$ cat src/rtl/eth_rx_pkg.sv
// Shared types and width constants for the Ethernet RX dispatcher.
//   rx_state_e : dispatcher FSM states
//   beat_t     : one Avalon-ST beat (data, sop, eop, empty, error)
package eth_rx_pkg;

  localparam int unsigned MAX_DATA_W = 256;  // beat_t data field; DATA_W must not exceed this
  localparam int unsigned EMPTY_W    = 5;
  localparam int unsigned ERR_W      = 6;

  typedef enum logic [1:0] {
    StIdle,
    StFwd,
    StDrop
  } rx_state_e;

  typedef struct packed {
    logic [MAX_DATA_W-1:0] data;
    logic                  sop;
    logic                  eop;
    logic [EMPTY_W-1:0]    empty;
    logic [ERR_W-1:0]      error;
  } beat_t;

endpackage

$ cat src/rtl/eth_rx_out_reg.sv
// Single-entry output register for one NIC stream.
//   clk_i, rst_ni : clock, async active-low reset
//   wr_i, beat_i  : write strobe and beat to capture (only honoured when can_load_o)
//   ready_i       : downstream NIC ready
//   can_load_o    : register is empty or is being drained this cycle
//   valid_o,beat_o: registered stream output
import eth_rx_pkg::*;

module eth_rx_out_reg (
  input  logic  clk_i,
  input  logic  rst_ni,
  input  logic  wr_i,
  input  beat_t beat_i,
  input  logic  ready_i,
  output logic  can_load_o,
  output logic  valid_o,
  output beat_t beat_o
);

  logic  valid_q;
  beat_t beat_q;

  assign can_load_o = !valid_q || ready_i;
  assign valid_o    = valid_q;
  assign beat_o     = beat_q;

  always_ff @(posedge clk_i or negedge rst_ni) begin
    if (!rst_ni) begin
      valid_q <= 1'b0;
      beat_q  <= '0;
    end else if (can_load_o) begin
      valid_q <= wr_i;
      if (wr_i) beat_q <= beat_i;
    end
  end

endmodule

$ cat src/rtl/eth_rx_dispatcher.sv
// Steers whole frames from one MAC RX Avalon-ST stream to NUM_NICS NIC streams.
//   clk, reset_n           : MAC RX clock, async active-low reset
//   rx_*_in / rx_ready_out : input stream (ready latency 0)
//   nic_*_out / nic_ready_in : per-NIC registered output streams
//   steer_mode_in          : 0 = round-robin, 1 = static steer_idx_in
//   frame_cnt_out, drop_cnt_out, proto_err_cnt_out : wrapping statistics
import eth_rx_pkg::*;

module eth_rx_dispatcher #(
  parameter  int unsigned NUM_NICS = 3,
  parameter  int unsigned DATA_W   = 256,
  parameter  int unsigned CNT_W    = 32,
  localparam int unsigned IdxW     = (NUM_NICS > 1) ? $clog2(NUM_NICS) : 1
) (
  input  logic                               clk,
  input  logic                               reset_n,
  input  logic [DATA_W-1:0]                  rx_data_in,
  input  logic                               rx_valid_in,
  input  logic                               rx_sop_in,
  input  logic                               rx_eop_in,
  input  logic [EMPTY_W-1:0]                 rx_empty_in,
  input  logic [ERR_W-1:0]                   rx_error_in,
  output logic                               rx_ready_out,
  output logic [NUM_NICS-1:0][DATA_W-1:0]    nic_data_out,
  output logic [NUM_NICS-1:0]                nic_valid_out,
  output logic [NUM_NICS-1:0]                nic_sop_out,
  output logic [NUM_NICS-1:0]                nic_eop_out,
  output logic [NUM_NICS-1:0][EMPTY_W-1:0]   nic_empty_out,
  output logic [NUM_NICS-1:0][ERR_W-1:0]     nic_error_out,
  input  logic [NUM_NICS-1:0]                nic_ready_in,
  input  logic                               steer_mode_in,
  input  logic [IdxW-1:0]                    steer_idx_in,
  output logic [NUM_NICS-1:0][CNT_W-1:0]     frame_cnt_out,
  output logic [CNT_W-1:0]                   drop_cnt_out,
  output logic [CNT_W-1:0]                   proto_err_cnt_out
);

  rx_state_e                        state_q;
  logic [IdxW-1:0]                  tgt_q, rr_q, rr_next, sop_tgt;
  logic                             active_q;  // holds ready low through the first cycle out of reset
  logic [NUM_NICS-1:0][CNT_W-1:0]   frame_cnt_q;
  logic [CNT_W-1:0]                 drop_cnt_q, proto_cnt_q;
  logic                             sop_tgt_ok, idle_drop, xfer;
  logic [NUM_NICS-1:0]              can_load, wr;
  beat_t                            fwd_beat;
  beat_t [NUM_NICS-1:0]             out_beat;

  assign sop_tgt    = steer_mode_in ? steer_idx_in : rr_q;
  assign sop_tgt_ok = (32'(sop_tgt) < NUM_NICS);
  assign idle_drop  = !rx_sop_in || !sop_tgt_ok;
  assign rr_next    = (32'(rr_q) == NUM_NICS - 1) ? '0 : rr_q + 1'b1;
  assign xfer       = rx_valid_in && rx_ready_out;

  always_comb begin
    rx_ready_out = 1'b0;
    unique case (state_q)
      StIdle:  rx_ready_out = idle_drop || can_load[sop_tgt];
      StFwd:   rx_ready_out = can_load[tgt_q];
      StDrop:  rx_ready_out = 1'b1;
      default: rx_ready_out = 1'b0;
    endcase
    rx_ready_out = rx_ready_out && active_q;
  end

  always_comb begin
    fwd_beat                    = '0;
    fwd_beat.data[DATA_W-1:0]   = rx_data_in;
    // A stray SOP inside a frame is passed on as a continuation beat.
    fwd_beat.sop                = rx_sop_in && (state_q == StIdle);
    fwd_beat.eop                = rx_eop_in;
    fwd_beat.empty              = rx_empty_in;
    fwd_beat.error              = rx_error_in;
    wr                          = '0;
    if (xfer) begin
      if (state_q == StIdle && !idle_drop) wr[sop_tgt] = 1'b1;
      else if (state_q == StFwd)           wr[tgt_q]   = 1'b1;
    end
  end

  always_ff @(posedge clk or negedge reset_n) begin
    if (!reset_n) begin
      state_q     <= StIdle;
      tgt_q       <= '0;
      rr_q        <= '0;
      active_q    <= 1'b0;
      frame_cnt_q <= '0;
      drop_cnt_q  <= '0;
      proto_cnt_q <= '0;
    end else begin
      active_q <= 1'b1;
      if (xfer) begin
        unique case (state_q)
          StIdle: begin
            if (!rx_sop_in) begin
              proto_cnt_q <= proto_cnt_q + CNT_W'(1);
              if (!rx_eop_in) state_q <= StDrop;
            end else if (!sop_tgt_ok) begin
              drop_cnt_q <= drop_cnt_q + CNT_W'(1);
              if (!rx_eop_in) state_q <= StDrop;
            end else begin
              tgt_q <= sop_tgt;
              rr_q  <= rr_next;
              if (rx_eop_in) frame_cnt_q[sop_tgt] <= frame_cnt_q[sop_tgt] + CNT_W'(1);
              else           state_q <= StFwd;
            end
          end
          StFwd: begin
            if (rx_sop_in) proto_cnt_q <= proto_cnt_q + CNT_W'(1);
            if (rx_eop_in) begin
              frame_cnt_q[tgt_q] <= frame_cnt_q[tgt_q] + CNT_W'(1);
              state_q            <= StIdle;
            end
          end
          StDrop: if (rx_eop_in) state_q <= StIdle;
          default: state_q <= StIdle;
        endcase
      end
    end
  end

  assign frame_cnt_out     = frame_cnt_q;
  assign drop_cnt_out      = drop_cnt_q;
  assign proto_err_cnt_out = proto_cnt_q;

  for (genvar i = 0; i < NUM_NICS; i++) begin : g_nic
    eth_rx_out_reg u_out_reg (
      .clk_i      (clk),
      .rst_ni     (reset_n),
      .wr_i       (wr[i]),
      .beat_i     (fwd_beat),
      .ready_i    (nic_ready_in[i]),
      .can_load_o (can_load[i]),
      .valid_o    (nic_valid_out[i]),
      .beat_o     (out_beat[i])
    );
    assign nic_data_out[i]  = out_beat[i].data[DATA_W-1:0];
    assign nic_sop_out[i]   = out_beat[i].sop;
    assign nic_eop_out[i]   = out_beat[i].eop;
    assign nic_empty_out[i] = out_beat[i].empty;
    assign nic_error_out[i] = out_beat[i].error;
  end

endmodule

$ cat config.mk
export PLATFORM = sky130hd
export DESIGN_NAME = eth_rx_dispatcher
export DESIGN_NICKNAME = d
export VERILOG_FILES = /design/src/rtl/eth_rx_pkg.sv /design/src/rtl/eth_rx_out_reg.sv /design/src/rtl/eth_rx_dispatcher.sv
export SDC_FILE = /design/constraint.sdc
export NUM_CORES = 2
export LEC_CHECK = 0
export BUFFER_PORTS_ARGS = -buffer_cell sky130_fd_sc_hd__buf_2
export CELL_PAD_IN_SITES_DETAIL_PLACEMENT = 1
export CELL_PAD_IN_SITES_GLOBAL_PLACEMENT = 1
export CORE_AREA = 2 2 489 491
export DETAILED_ROUTE_END_ITERATION = 7
export DIE_AREA = 0 0 491 493
export PLACE_DENSITY_LB_ADDON = 0.1
export SYNTH_ARGS = -nofsm -noshare
export SYNTH_HDL_FRONTEND = slang
export SYNTH_SLANG_ARGS = --single-unit
$ cat constraint.sdc
create_clock -name clk -period 4.7 [get_ports clk]
set_input_delay 0.47 -clock clk [delete_from_list [all_inputs] [get_ports clk]]
set_output_delay 0.47 -clock clk [all_outputs]
set_load 0.02 [all_outputs]
==> run_summary.xml <==
<?xml version="1.0" encoding="UTF-8"?>
<metrics>
  <group name="run">
    <metric name="max-cap-violations" unit="">0</metric>
  </group>
  <group name="synth">
    <metric name="synth_edf_count" unit="">0</metric>
    <metric name="postSynthAreaPerCell" unit="µm²">14.76</metric>
    <metric name="synthesis.instances" unit="">2791</metric>
    <metric name="seq_area_frac_synth" unit="%">59.36</metric>
    <metric name="syn-cell-area" unit="mm²">0.04119</metric>
    <metric name="yosys_cell_types" unit="">77</metric>
    <metric name="synth.yosys.warnings" unit="">0</metric>
    <metric name="synth_seq_cells" unit="">977</metric>
    <metric name="postSynthNetCount" unit="">3077</metric>
    <metric name="synth_flop_cell" unit="">sky130_fd_sc_hd__dfrtp_1</metric>
    <metric name="asyncSetResetFlopFracSynth" unit="%">100.0</metric>
  </group>
  <group name="global_routing">
    <metric name="use_met3" unit="%">5.057</metric>
    <metric name="sum_of_overflow_across_all_layers_after_global_routing" unit="">0</metric>
    <metric name="groute.layer.met1.usage" unit="%">19.01</metric>
    <metric name="grt_pass1_wl" unit="µm">275600</metric>
    <metric name="global_route.usage.met2" unit="%">27.33</metric>
    <metric name="grt_max_degree" unit="">114</metric>
    <metric name="globalRoute.busiestLayer" unit="">met2</metric>
    <metric name="globalRouteTotalUtil" unit="%">15.89</metric>
    <metric name="vias_in_the_first_global_route" unit="">32760</metric>
    <metric name="grt_antenna_before_repair" unit="">47</metric>
  </group>
  <group name="floorplan">
    <metric name="floorplan.rows" unit="">179</metric>
    <metric name="die_x" unit="µm">491</metric>
    <metric name="design.die.area" unit="mm²">0.2421</metric>
    <metric name="floorplan.io_pins" unit="">1249</metric>
    <metric name="die_h" unit="µm">493</metric>
    <metric name="coreArea" unit="mm²">0.2370</metric>
    <metric name="initial_standard_cell_utilization_of_the_core" unit="%">17.38</metric>
  </group>
  <group name="placement">
    <metric name="detailedPlacementHpwl" unit="µm">149700</metric>
    <metric name="gp_routability_congestion" unit="">0.7926</metric>
    <metric name="numPlacedInstances" unit="">7156</metric>
    <metric name="placement.io_buffers" unit="">1248</metric>
  </group>
  <group name="detailed_routing">
    <metric name="num_vias" unit="">30480</metric>
    <metric name="detail_route.iter0.violations" unit="">1121</metric>
    <metric name="drt_drc_violations_left" unit="">0</metric>
    <metric name="post_drt_via_cell_ratio" unit="">3.970</metric>
    <metric name="drt_pass1_iterations" unit="">5</metric>
    <metric name="antenna_violating_nets_post_route" unit="">0</metric>
    <metric name="routed_wl_per_cell" unit="µm">25.69</metric>
    <metric name="routed_wl" unit="µm">197200</metric>
  </group>
  <group name="timing">
    <metric name="hold_viol" unit="">0</metric>
    <metric name="slew_violations" unit="">0</metric>
    <metric name="setup_violations" unit="">0</metric>
    <metric name="tns" unit="ps">0</metric>
    <metric name="timing.final.crit_period" unit="ps">3590</metric>
    <metric name="slew_headroom" unit="%">34.18</metric>
    <metric name="worstMarginPinSlew" unit="ps">984.4</metric>
    <metric name="final_min_period_over_clock_period" unit="%">76.38</metric>
    <metric name="timing.fmax" unit="MHz">278.6</metric>
    <metric name="skew" unit="ps">62.87</metric>
    <metric name="holdWs" unit="ps">61.75</metric>
    <metric name="rsz0062_at_grt" unit="">no</metric>
  </group>
  <group name="worst_hold_path">
    <metric name="hp-class" unit="">in -&gt; reg</metric>
    <metric name="min-delay-start" unit="">rx_data_in[8]</metric>
    <metric name="worstHoldPathCells" unit="">2</metric>
  </group>
  <group name="critical_path">
    <metric name="critical-path-top-delay-family" unit="">simple AND/OR/NAND/NOR gates</metric>
    <metric name="critical_path.reg2reg.startpoint" unit="">state_q[1]</metric>
    <metric name="critical_path_required" unit="ps">5360</metric>
    <metric name="data_arrival_time_of_the_critical_path" unit="ps">4250</metric>
    <metric name="crit_path_end_kind" unit="">flop</metric>
    <metric name="cp.depth" unit="">8</metric>
    <metric name="crit_path_cell_trace" unit="">inv_1 -&gt; ha_1 -&gt; or3b_2 -&gt; o22ai_1 -&gt; and3_4 -&gt; buf_12 -&gt; buf_4 -&gt; mux2_2</metric>
    <metric name="regToRegSetupSlack" unit="ps">1110</metric>
    <metric name="worst-path-max-fanout" unit="">37</metric>
    <metric name="timing_worst_setup_path_type" unit="">reg -&gt; reg</metric>
    <metric name="worst_setup_path_startpoint" unit="">state_q[1]</metric>
    <metric name="worstPathBufferInverterCount" unit="">3</metric>
    <metric name="ff2ff_path_depth" unit="">8</metric>
    <metric name="slowest_stage" unit="">sky130_fd_sc_hd__or3b_2</metric>
    <metric name="setup.worst_path.start_class" unit="">flop</metric>
    <metric name="delay_of_the_slowest_cell_on_the_worst_path" unit="ps">770</metric>
    <metric name="r2r_end" unit="">g_nic[0].u_out_reg.beat_o[196]</metric>
    <metric name="worst_setup_path_endpoint" unit="">g_nic[0].u_out_reg.beat_o[196]</metric>
  </group>
  <group name="clocking">
    <metric name="cts_made_buffers" unit="">134</metric>
    <metric name="clkTransAtPathRegs" unit="ps">60</metric>
    <metric name="worst_skew_pair.late_latency" unit="ps">800</metric>
    <metric name="post_cts_resized" unit="">0</metric>
    <metric name="cts-root-to-sink-buffers" unit="">3</metric>
    <metric name="cts_sinks" unit="">977</metric>
    <metric name="clock_tree_from_tritoncts" unit="">yes</metric>
    <metric name="cts_root_buf" unit="">sky130_fd_sc_hd__clkbuf_16</metric>
    <metric name="htree_levels" unit="">4</metric>
  </group>
  <group name="layout">
    <metric name="area_growth_syn_to_layout" unit="%">42.61</metric>
    <metric name="finalNonFillerCells" unit="">7677</metric>
    <metric name="share_of_cells_above_drive_strength_1" unit="%">52.92</metric>
    <metric name="commonest_non_fill_non_tap_cells_in_the_layout" unit="">1247 x sky130_fd_sc_hd__buf_2, 976 x sky130_fd_sc_hd__dfrtp_1, 575 x sky130_fd_sc_hd__mux2_2, 267 x sky130_fd_sc_hd__dlygate4sd3_1, 200 x sky130_fd_sc_hd__mux2_4</metric>
    <metric name="nNetsFinal" unit="">4678</metric>
    <metric name="layout.cells.most_common" unit="">sky130_fd_sc_hd__buf_2</metric>
  </group>
  <group name="outcome">
    <metric name="outcome" unit="">completed</metric>
  </group>
  <group name="power">
    <metric name="worst_ir_drop_vdd" unit="mV">0.2927</metric>
    <metric name="power.leakage" unit="nW">27.95</metric>
    <metric name="power.density_cell_area" unit="mW/mm²">684.4</metric>
  </group>
</metrics>
[report_power, final]
| part | internal [mW] | leakage [nW] | switching [mW] |
|---|---|---|---|
| Combinational | 6.21 | 13.4 | 10.0 |
| Sequential | 11.8 | 12.4 | 1.80 |
| Clock | 6.11 | 2.18 | 4.26 |
| Total | 24.1 | 27.9 | 16.1 |
[per-layer routing]
metal	share of wire, %	wire length [µm]
met5	0.11	208
met4	2.6	5140
met3	6.9	13570
met2	49	97410
met1	41	80900
[sequential cells by signal, indices dropped and copies added (netlist names)]
signal / flops
active_q: 1
drop_cnt_out: 32
frame_cnt_out: 96
g_nic.u_out_reg.beat_o: 807
g_nic.u_out_reg.valid_o: 3
proto_err_cnt_out: 32
rr_q: 2
state_q: 2
tgt_q: 2
[cells in the mapped netlist (4+ instances only)]
library cell,n,area (µm²)
sky130_fd_sc_hd__o211ai_1,12,90.09
sky130_fd_sc_hd__nand4_1,34,212.7
sky130_fd_sc_hd__xor2_1,39,341.6
sky130_fd_sc_hd__nor2b_1,4,25.02
sky130_fd_sc_hd__o2bb2ai_1,39,341.6
sky130_fd_sc_hd__ha_1,8,100.1
sky130_fd_sc_hd__o221a_2,8,90.09
sky130_fd_sc_hd__nand4_2,4,50.05
sky130_fd_sc_hd__nor3_2,4,40.04
sky130_fd_sc_hd__and2_1,7,43.79
sky130_fd_sc_hd__and4_1,6,52.55
sky130_fd_sc_hd__mux2i_1,59,590.6
sky130_fd_sc_hd__a22o_1,10,87.58
sky130_fd_sc_hd__nor4_1,4,25.02
sky130_fd_sc_hd__buf_6,27,304.0
sky130_fd_sc_hd__o21ai_0,42,210.2
sky130_fd_sc_hd__nand3_1,45,225.2
sky130_fd_sc_hd__nand4b_1,5,43.79
sky130_fd_sc_hd__a21oi_1,18,90.09
sky130_fd_sc_hd__nor2_1,45,168.9
sky130_fd_sc_hd__mux2_4,200,3003
sky130_fd_sc_hd__dfrtp_1,977,24450
sky130_fd_sc_hd__a22oi_1,18,135.1
sky130_fd_sc_hd__nand2_1,164,615.6
sky130_fd_sc_hd__mux2_2,575,6475
sky130_fd_sc_hd__xnor2_1,78,683.2
sky130_fd_sc_hd__and3_1,18,112.6
sky130_fd_sc_hd__inv_1,13,48.80
sky130_fd_sc_hd__or3_1,6,37.54
sky130_fd_sc_hd__o22ai_1,8,50.05
sky130_fd_sc_hd__nand2b_1,18,112.6
sky130_fd_sc_hd__a32oi_1,10,87.58
sky130_fd_sc_hd__clkbuf_1,27,101.4
sky130_fd_sc_hd__buf_4,48,360.4
sky130_fd_sc_hd__nor2_2,4,25.02
sky130_fd_sc_hd__nor3_1,7,35.03
sky130_fd_sc_hd__o221ai_1,57,499.2
sky130_fd_sc_hd__a32o_1,4,40.04
sky130_fd_sc_hd__buf_2,49,245.2
sky130_fd_sc_hd__mux2_1,32,360.4
[final cells by class]
class                   instances  area (µm²)
clock inverters                29       444.2
flip-flops and latches        977       24450
fillers                     26450      178200
clock buffers                 212        4039
repair buffers               1621       10040
inverters                      13       48.80
diodes                         13       32.53
multi-input cells            1645       15720
well taps                    3167        3963
[per-stage QoR]
stage	worst slack (ps)	utilization [%]	instance area (µm²)	total power [mW]
CTS	1034	24.77	58710	41.15
finish	1110	24.79	58740	40.20
detailed placement	809.8	21.76	51550	30.14
global route	788.9	24.78	58720	42.31
floorplan	1796	-	41190	22.74
global placement	806.9	21.76	51550	30.05
[cell families after synthesis]
logic type,Yosys count,synth area share (%)
mux,868,25.43
simple gates,398,5.009
xor+xnor,117,2.488
other cells,1,0.009105
buf+inv,169,2.673
compound gates,253,4.791
fa+ha+maj,8,0.2430
flops,977,59.36
[worst min path at each step]
stage | end
global placement | g_nic[2].u_out_reg.beat_o[11]
finish | g_nic[1].u_out_reg.beat_o[21]
CTS | g_nic[2].u_out_reg.beat_o[201]
floorplan | active_q
global route | g_nic[2].u_out_reg.beat_o[201]
detailed placement | g_nic[2].u_out_reg.beat_o[11]
[repair_timing]
item,CTS,global route
hold buffers,267,0
buffers inserted,0,0
hold endpoints to repair,838,0
setup endpoints to repair,0,0
No activity file was read; power rests on OpenSTA's default activity.
